**src/rtl/muxfullparalell_generic.sv**
```systemverilog
// muxfullparalell_generic: full-parallel N:1 mux (one-hot decode, AND-OR), optional output register.
// Define MUXFULLPARALELL_OUTPUT_REG_EN to register O on iClock with synchronous reset to 0.
module muxfullparalell_generic #(
  parameter int SIZE     = 8,
  parameter int SEL_BITS = 4
) (
  input  logic                iClock,
  input  logic                iReset,
  input  logic [SEL_BITS-1:0] Sel,
  input  logic [SIZE-1:0]     I0,
  input  logic [SIZE-1:0]     I1,
  input  logic [SIZE-1:0]     I2,
  input  logic [SIZE-1:0]     I3,
  input  logic [SIZE-1:0]     I4,
  input  logic [SIZE-1:0]     I5,
  input  logic [SIZE-1:0]     I6,
  input  logic [SIZE-1:0]     I7,
  input  logic [SIZE-1:0]     I8,
  input  logic [SIZE-1:0]     I9,
  input  logic [SIZE-1:0]     I10,
  input  logic [SIZE-1:0]     I11,
  input  logic [SIZE-1:0]     I12,
  input  logic [SIZE-1:0]     I13,
  input  logic [SIZE-1:0]     I14,
  input  logic [SIZE-1:0]     I15,
  output logic [SIZE-1:0]     O
);
  localparam int N = 1 << SEL_BITS;
  generate
    if (SEL_BITS < 2 || SEL_BITS > 4) begin : g_bad_sel_bits
      $error("muxfullparalell_generic: SEL_BITS must be 2, 3 or 4");
    end
  endgenerate
  logic [SIZE-1:0] data [16];
  logic [N-1:0]    hot;
  logic [SIZE-1:0] mux;
  assign data = '{I0, I1, I2, I3, I4, I5, I6, I7, I8, I9, I10, I11, I12, I13, I14, I15};
  // An X/Z select matches no index, so hot stays zero and O resolves to zero.
  always_comb begin
    hot = '0;
    for (int k = 0; k < N; k++)
      if (Sel == SEL_BITS'(k)) hot[k] = 1'b1;
  end
  always_comb begin
    mux = '0;
    for (int k = 0; k < N; k++)
      mux = mux | (data[k] & {SIZE{hot[k]}});
  end
`ifdef MUXFULLPARALELL_OUTPUT_REG_EN
  always_ff @(posedge iClock)
    O <= iReset ? '0 : mux;
`else
  logic unused;
  assign unused = ^{iClock, iReset};
  assign O = mux;
`endif
endmodule

```
**config.mk**
```make
export PLATFORM = sky130hd
export DESIGN_NAME = muxfullparalell_generic
export DESIGN_NICKNAME = d
export VERILOG_FILES = /design/src/rtl/muxfullparalell_generic.sv
export SDC_FILE = /design/constraint.sdc
export NUM_CORES = 1
export LEC_CHECK = 0
export ABC_AREA = 1
export CORE_AREA = 2 2 71 73
export DETAILED_ROUTE_END_ITERATION = 16
export DIE_AREA = 0 0 73 75
export PLACE_DENSITY = 0.82
export SYNTH_ARGS = -nofsm -noshare
export SYNTH_HDL_FRONTEND = slang
export SYNTH_SLANG_ARGS = --single-unit
```
**constraint.sdc**
```tcl
create_clock -name vclk -period 0.88
set_input_delay 0.088 -clock vclk [all_inputs]
set_output_delay 0.088 -clock vclk [all_outputs]
set_load 0.03 [all_outputs]
```
* Word level (Yosys, flattened, before mapping)
Cells that the tools add are included.
** Word-level totals
- Flip-flop bits (word level) :: 0
** Cells by class
- Equality and inequality tests :: 15
- Multiplexer cells :: 16
- Bitwise gates (word level) :: 31
- Reductions and logical operators :: 1
** Operators by type and width (count)
- 8-bit bitwise AND :: 16
- 8-bit bitwise OR :: 15
- 4-bit equality test (second input constant) :: 8
- 4-bit by 3-bit equality test with 1-bit output (second input constant) :: 4
- 1-bit 2-to-1 mux :: 16
- 4-bit by 2-bit equality test with 1-bit output (second input constant) :: 2
- 4-bit by 1-bit equality test with 1-bit output (second input constant) :: 1
- 4-bit zero test :: 1

* Depth between registers and ports, before layout
Gate-level depths: netlist (run 1).
- Depth after elaboration :: 18
- Depth in mapped cells :: 9
- Mapped depth without buffers :: 9

* Worst setup path after synthesis (run 1)
OpenSTA, ideal clock, no wires.
- Path type :: input to output
- From :: input Sel[0]
- To :: output O[1]
- Arrival time :: 0.902 ns
- Required time :: 0.792 ns
- Path slack :: -0.110 ns
- Cell stages on the path :: 8
- Buffers on the path :: 1
- Cells stage by stage :: nor2_2 buf_2 nand3_1 nand2_1 nor2_1 nand2_1 inv_1 nand2_1
** On the way
- Cells in the longest elaborated chain, start to end :: 18
- Elaborated cells on any way between the ends :: 63
- Classes of those cells :: eq/ne: 15; mux: 16; bitwise: 31; reduce/logical: 1
** RTL lines
- from (decl) :: RTL line 9 : input logic [SEL_BITS-1:0] Sel,
- 4-bit by 1-bit equality test with 1-bit output or 4-bit zero test (tied branches) :: RTL line 42 : if (Sel == SEL_BITS'(k)) hot[k] = 1'b1;
- 1-bit 2-to-1 mux :: RTL line 42
- 8-bit bitwise AND :: RTL line 47 : mux = mux | (data[k] & {SIZE{hot[k]}});
- 8-bit bitwise OR (14 in series) :: RTL line 47
- 8-bit bitwise OR * :: RTL line 47
- to (decl) :: RTL line 26 : output logic [SIZE-1:0] O
Every way passes the cells marked *; elsewhere a longest branch is shown, timed or not.

* Final worst setup path (run 1)
- From :: input Sel[1]
- To :: output O[3]
The elaborated chain is that of the path after synthesis.

==> flow_summary.yaml, run 1 <==
status:
  outcome: "complete, but fails checks"
  violations: "setup timing"
placement:
  dp_cells: 489
  dp_hpwl_um: 4840
  gp_congestion: 0.842
  numPortBuffers: 140
  post-place-ws_ps: -863
sta:
  max_freq_mhz: 809
  final_max_slew_viol_count: 0
  timing.final.ws_setup_ps: -356
  tightest_slew_ps: 260
  final.min_clock_period_ps: 1240
  fin_crit_sh: 1.40
  relSlewSlack: 0.826
  final-setup-viol-count: 8
  rsz0062_at_grt: "true"
  hold_viol: 0
power_and_ir_drop:
  ir_drop_uv: 245
  p_leak_uw: 0.00156
  p_total_uw: 1630
  pwr_density_cell_nw_per_um2: 498
global_routing:
  antenna_found_initial: 0
  grtUsageTotal: 0.220
  grt_pass1_wl_um: 9810
  grt_max_degree: 33
  gr-total-overflow: 0
  first_global_vias: 2207
route:
  first_pass_iters: 5
  vias: 2400
  routedWlPerCell_um: 12.7
  drt_wl_total_um: 6310
  drt-initial-drc-count: 86
  drc: 0
  viasPerCell: 4.83
  drtAntennaViolNets: 0
worst_setup_path:
  slowest_delay_ps: 140
  start_kind: "primary input"
  cp_data_arrival_time_ps: 1150
  cp_max_fo: 8
  cp_slowest_cell: "buf_12"
  path_cells: "buf_6 > inv_2 > nor2_4 > buf_12 > buf_12 > nand3_2 > nand2_1 > nor2_1 > nand2_1 > inv_2 > nand2_4 > buf_6"
  endpoint_kind: "output port"
  critPathRequiredTime_ps: 790
  crit_family: "buffers and inverters"
  criticalPathCategory: "in2out"
  critical_path_buf_inv_count: 6
layout:
  n_clock_buffer: 0
  seq_cell_count: 0
  final_common_cell: "clkdlybuf4s50_1"
  multiInputGateArea_sq_um: 1280
  antenna_cells: 0
  drive_gt1_frac: 0.192
  layout_common_cells: "128 x clkdlybuf4s50_1, 101 x nand3_1, 96 x nand2_1"
  seq_area_sq_um: 0
  layout.nets: 579
  area_delta_synth_final_pct: 134
  fillers: 431
  fin_cells: 497
synth:
  synthTopCellsByArea: "nand3_1 40%, nand2_1 28%, nor2_1 8.6%, inv_1 4.8%, buf_6 4.8%"
  muxShareOfSynthArea: 0
  ys_warn_count: 0
  synth_simple_gate_area_frac: 0.828
  yosys.area_share.xor_xnor: 0
  syn_inst: 301
  syn_area_per_cell_sq_um: 4.64
  synth_top_area_share: 0.401
  synth_compound_area_frac: 0
  synth_area_sq_um: 1400
  ys_seq_area_frac: 0
  yosys.area_share.adder: 0
  synth_cell_types: 11
  synth_area_leader_cell: "nand3_1"
  synth_top_family_by_area: "simple AND/OR/NAND/NOR gates"
  syn_nets: 435
floorplan:
  io_pins: 142
  dieWidth_um: 73
  dieArea_sq_um: 5480
  chipHeight_um: 75
  design.core.area_sq_um: 4660
  start_util: 0.300
  rows: 25
job:
  maxCapViolations: 0
clocking:
  hold_buffers: 0
worst_hold_path:
  hold_path.class: "in2out"
path summary, 6_finish.rpt:
kind                   start   end  slack, ps  cells past startpoint
worst min-delay path  Sel[1]  O[1]        960                     10
worst max-delay path  Sel[1]  O[3]       -360                     12
layout make-up:
class	instances	share of cell area
repair buffers	162	0.561
inverters	22	0.0260
well taps	54	0.0207
multi-input cells	259	0.392
synthesized netlist by cell type:
library cell    n
inv_1          18
inv_2           4
nor2_1         32
nor2_2          4
buf_2           6
nor2_4          4
nand2_1       105
buf_4           8
nand2_2         2
nand3_1       112
buf_6           6
timing repair:
| item | CTS | global route |
|---|---|---|
| hold endpoints to repair | 0 | 0 |
| pin swaps | 21 | 1 |
| setup buffers | 3 | 0 |
| setup endpoints to repair | 8 | 8 |
| gates cloned | 5 | 0 |
| resized for setup | 59 | 6 |
through the flow:
step / utilization / instance area, sq um / TNS (ps) / hold WS [ps]
2_1_floorplan: - / 1470 / -1.77 / 480
3_3_place_gp: 0.637 / 2970 / -6670 / 1050
3_5_place_dp: 0.637 / 2970 / -6770 / 1060
4_1_cts: 0.697 / 3250 / -2690 / 963
5_1_grt: 0.701 / 3270 / -3310 / 1020
6_report: 0.701 / 3270 / -2690 / 965
routing by layer:
metal  vias to the layer above  track usage  wire [um]  part of all wire
met3                         4       0.0375        599             0.095
met1                      1027        0.263       2510              0.40
met4                         0       0.0206         46            0.0073
met2                       107        0.424       3150              0.50
li1                       1262            -          -                 -
met5                         -            0          0                 0
logic make-up (layout without fill, tap and decap cells):
logic type,Yosys count,in the layout
simple gates,259,259
buf+inv,42,184
power breakdown:
part           leakage [uW]  switching (uW)  internal (uW)
sequential                0               0              0
clock                     0               0              0
combinational       0.00156             671            958
tightest hold or removal path: cells and delay by family:
| family | cells | cell delay [ps] |
|---|---|---|
| and+or+nand+nor | 6 | 340 |
| buffers and inverters | 4 | 440 |
No activity file was read; power rests on OpenSTA's default activity.
==> run 2: changes to the inputs <==
Settings changed: CORE_AREA 2 2 71 73 to 2 2 58 88, DIE_AREA 0 0 73 75 to 0 0 60 90, PLACE_DENSITY 0.82 to 0.83, RECOVER_POWER from default to 100.
==> run 2 against run 1 <==
Effect of this change:
- the flow still finishes with violations (setup timing)
- routed wire length down 2.1%
- worst setup slack got worse by 100 ps
- total power is 0.97% lower
- highest routed layer unchanged
- combinational power about the same
- largest cell class unchanged
- first-iteration DRC count up 130%
- clock-buffer cell count did not move
==> flow_summary.yaml, run 2 (synthesized netlist as in run 1, its figures left out) <==
status:
  outcome: "complete, but fails checks"
  violations: "setup timing"
route:
  routedWlPerCell_um: 12.2
  drtAntennaViolNets: 0
  first_pass_iters: 4
  drt-initial-drc-count: 198
  viasPerCell: 4.71
  vias: 2393
  drc: 0
  drt_wl_total_um: 6180
layout:
  antenna_cells: 0
  fin_cells: 508
  area_delta_synth_final_pct: 132
  final_cell_area_sq_um: 3250
  seq_cell_count: 0
  fillers: 409
  layout_common_cells: "128 x clkdlybuf4s50_1, 98 x nand3_1, 97 x nand2_1"
  n_clock_buffer: 0
  drive_gt1_frac: 0.190
  seq_area_sq_um: 0
  layout.nets: 578
  final_common_cell: "clkdlybuf4s50_1"
sta:
  max_freq_mhz: 747
  tightest_slew_ps: 195
  timing.final.ws_setup_ps: -459
  final-setup-viol-count: 8
  relSlewSlack: 0.870
  fin_crit_sh: 1.52
  hold_viol: 0
  rsz0062_at_grt: "true"
  final_max_slew_viol_count: 0
  final.min_clock_period_ps: 1340
placement:
  gp_congestion: 0.851
  dp_hpwl_um: 4770
  dp_cells: 500
  numPortBuffers: 140
  placed_area_sq_um: 2970
  post-place-ws_ps: -882
power_and_ir_drop:
  pwr_density_cell_nw_per_um2: 496
  p_comb_frac: 1.000
  ir_drop_uv: 269
  swShare: 0.418
  p_seq_frac: 0
  p_int_uw: 938
  switchingPower_uw: 675
  clockPowerShare: 0
  p_total_uw: 1610
  p_leak_uw: 0.00154
worst_hold_path:
  hold_path.class: "in2out"
floorplan:
  design.core.area_sq_um: 4690
  io_pins: 142
  start_util: 0.298
  dieArea_sq_um: 5400
  chipHeight_um: 90
  dieWidth_um: 60
  rows: 31
worst_setup_path:
  cp_data_arrival_time_ps: 1250
  slowest_delay_ps: 120
  criticalPathCategory: "in2out"
  endpoint_kind: "output port"
  start_kind: "primary input"
  cp_max_fo: 8
  path_cells: "buf_8 > buf_6 > nor2_4 > buf_12 > buf_12 > buf_12 > nand3_2 > nand2_1 > nor2_1 > nand2_1 > inv_2 > nand2_4 > buf_6"
  crit_top_cell: "buf_12"
  cp_slowest_cell: "nor2_4"
  crit_family: "buffers and inverters"
  critPathRequiredTime_ps: 790
  critical_path_buf_inv_count: 7
global_routing:
  first_global_vias: 2293
  gr-total-overflow: 0
  grt_pass1_wl_um: 9720
  grtUsageTotal: 0.218
  antenna_found_initial: 0
  grt_max_degree: 33
clocking:
  hold_buffers: 0
job:
  maxCapViolations: 0
## run 2: through the flow
step | TNS [ps] | hold slack (ps) | utilization
floorplan | -1.77 | 480 | -
global placement | -6590 | 1050 | 0.634
detailed placement | -6900 | 1060 | 0.634
CTS | -3250 | 957 | 0.685
global route | -4020 | 1020 | 0.692
finish | -3430 | 946 | 0.692
## run 2: repair_timing
action | CTS | global route
pin swaps | 25 | 11
cloned | 3 | 0
setup endpoints to repair | 8 | 8
setup buffers | 4 | 1
resized for setup | 55 | 6
## run 2: area by class of cell
class,instances,area [sq um],share of cell area
Inverter,22,85.1,0.0262
Multi-Input combinational cell,259,1300,0.399
Tap cell,66,82.6,0.0254
Timing Repair Buffer,161,1780,0.549
## run 2: routing by layer
layer  vias up  routed length (um)  global-route usage
met4         0                  78              0.0296
li1       1257                   -                   -
met5         -                   0                   0
met1      1029                2260               0.236
met2        99                3440               0.437
met3         8                 405              0.0173
## run 2: path summary, 6_finish.rpt
kind | cells after the start | slack, ps | end | from
hold / removal | 10 | 950 | O[0] | Sel[0]
setup / recovery | 13 | -460 | O[1] | Sel[0]
## run 2: power groups by stage
stage          logic (uW)  clock network [uW]  registers [uW]
6_report             1610                   0               0
2_1_floorplan         613                   0               0
5_1_grt              1730                   0               0
3_5_place_dp         1430                   0               0
4_1_cts              1600                   0               0
3_3_place_gp         1420                   0               0
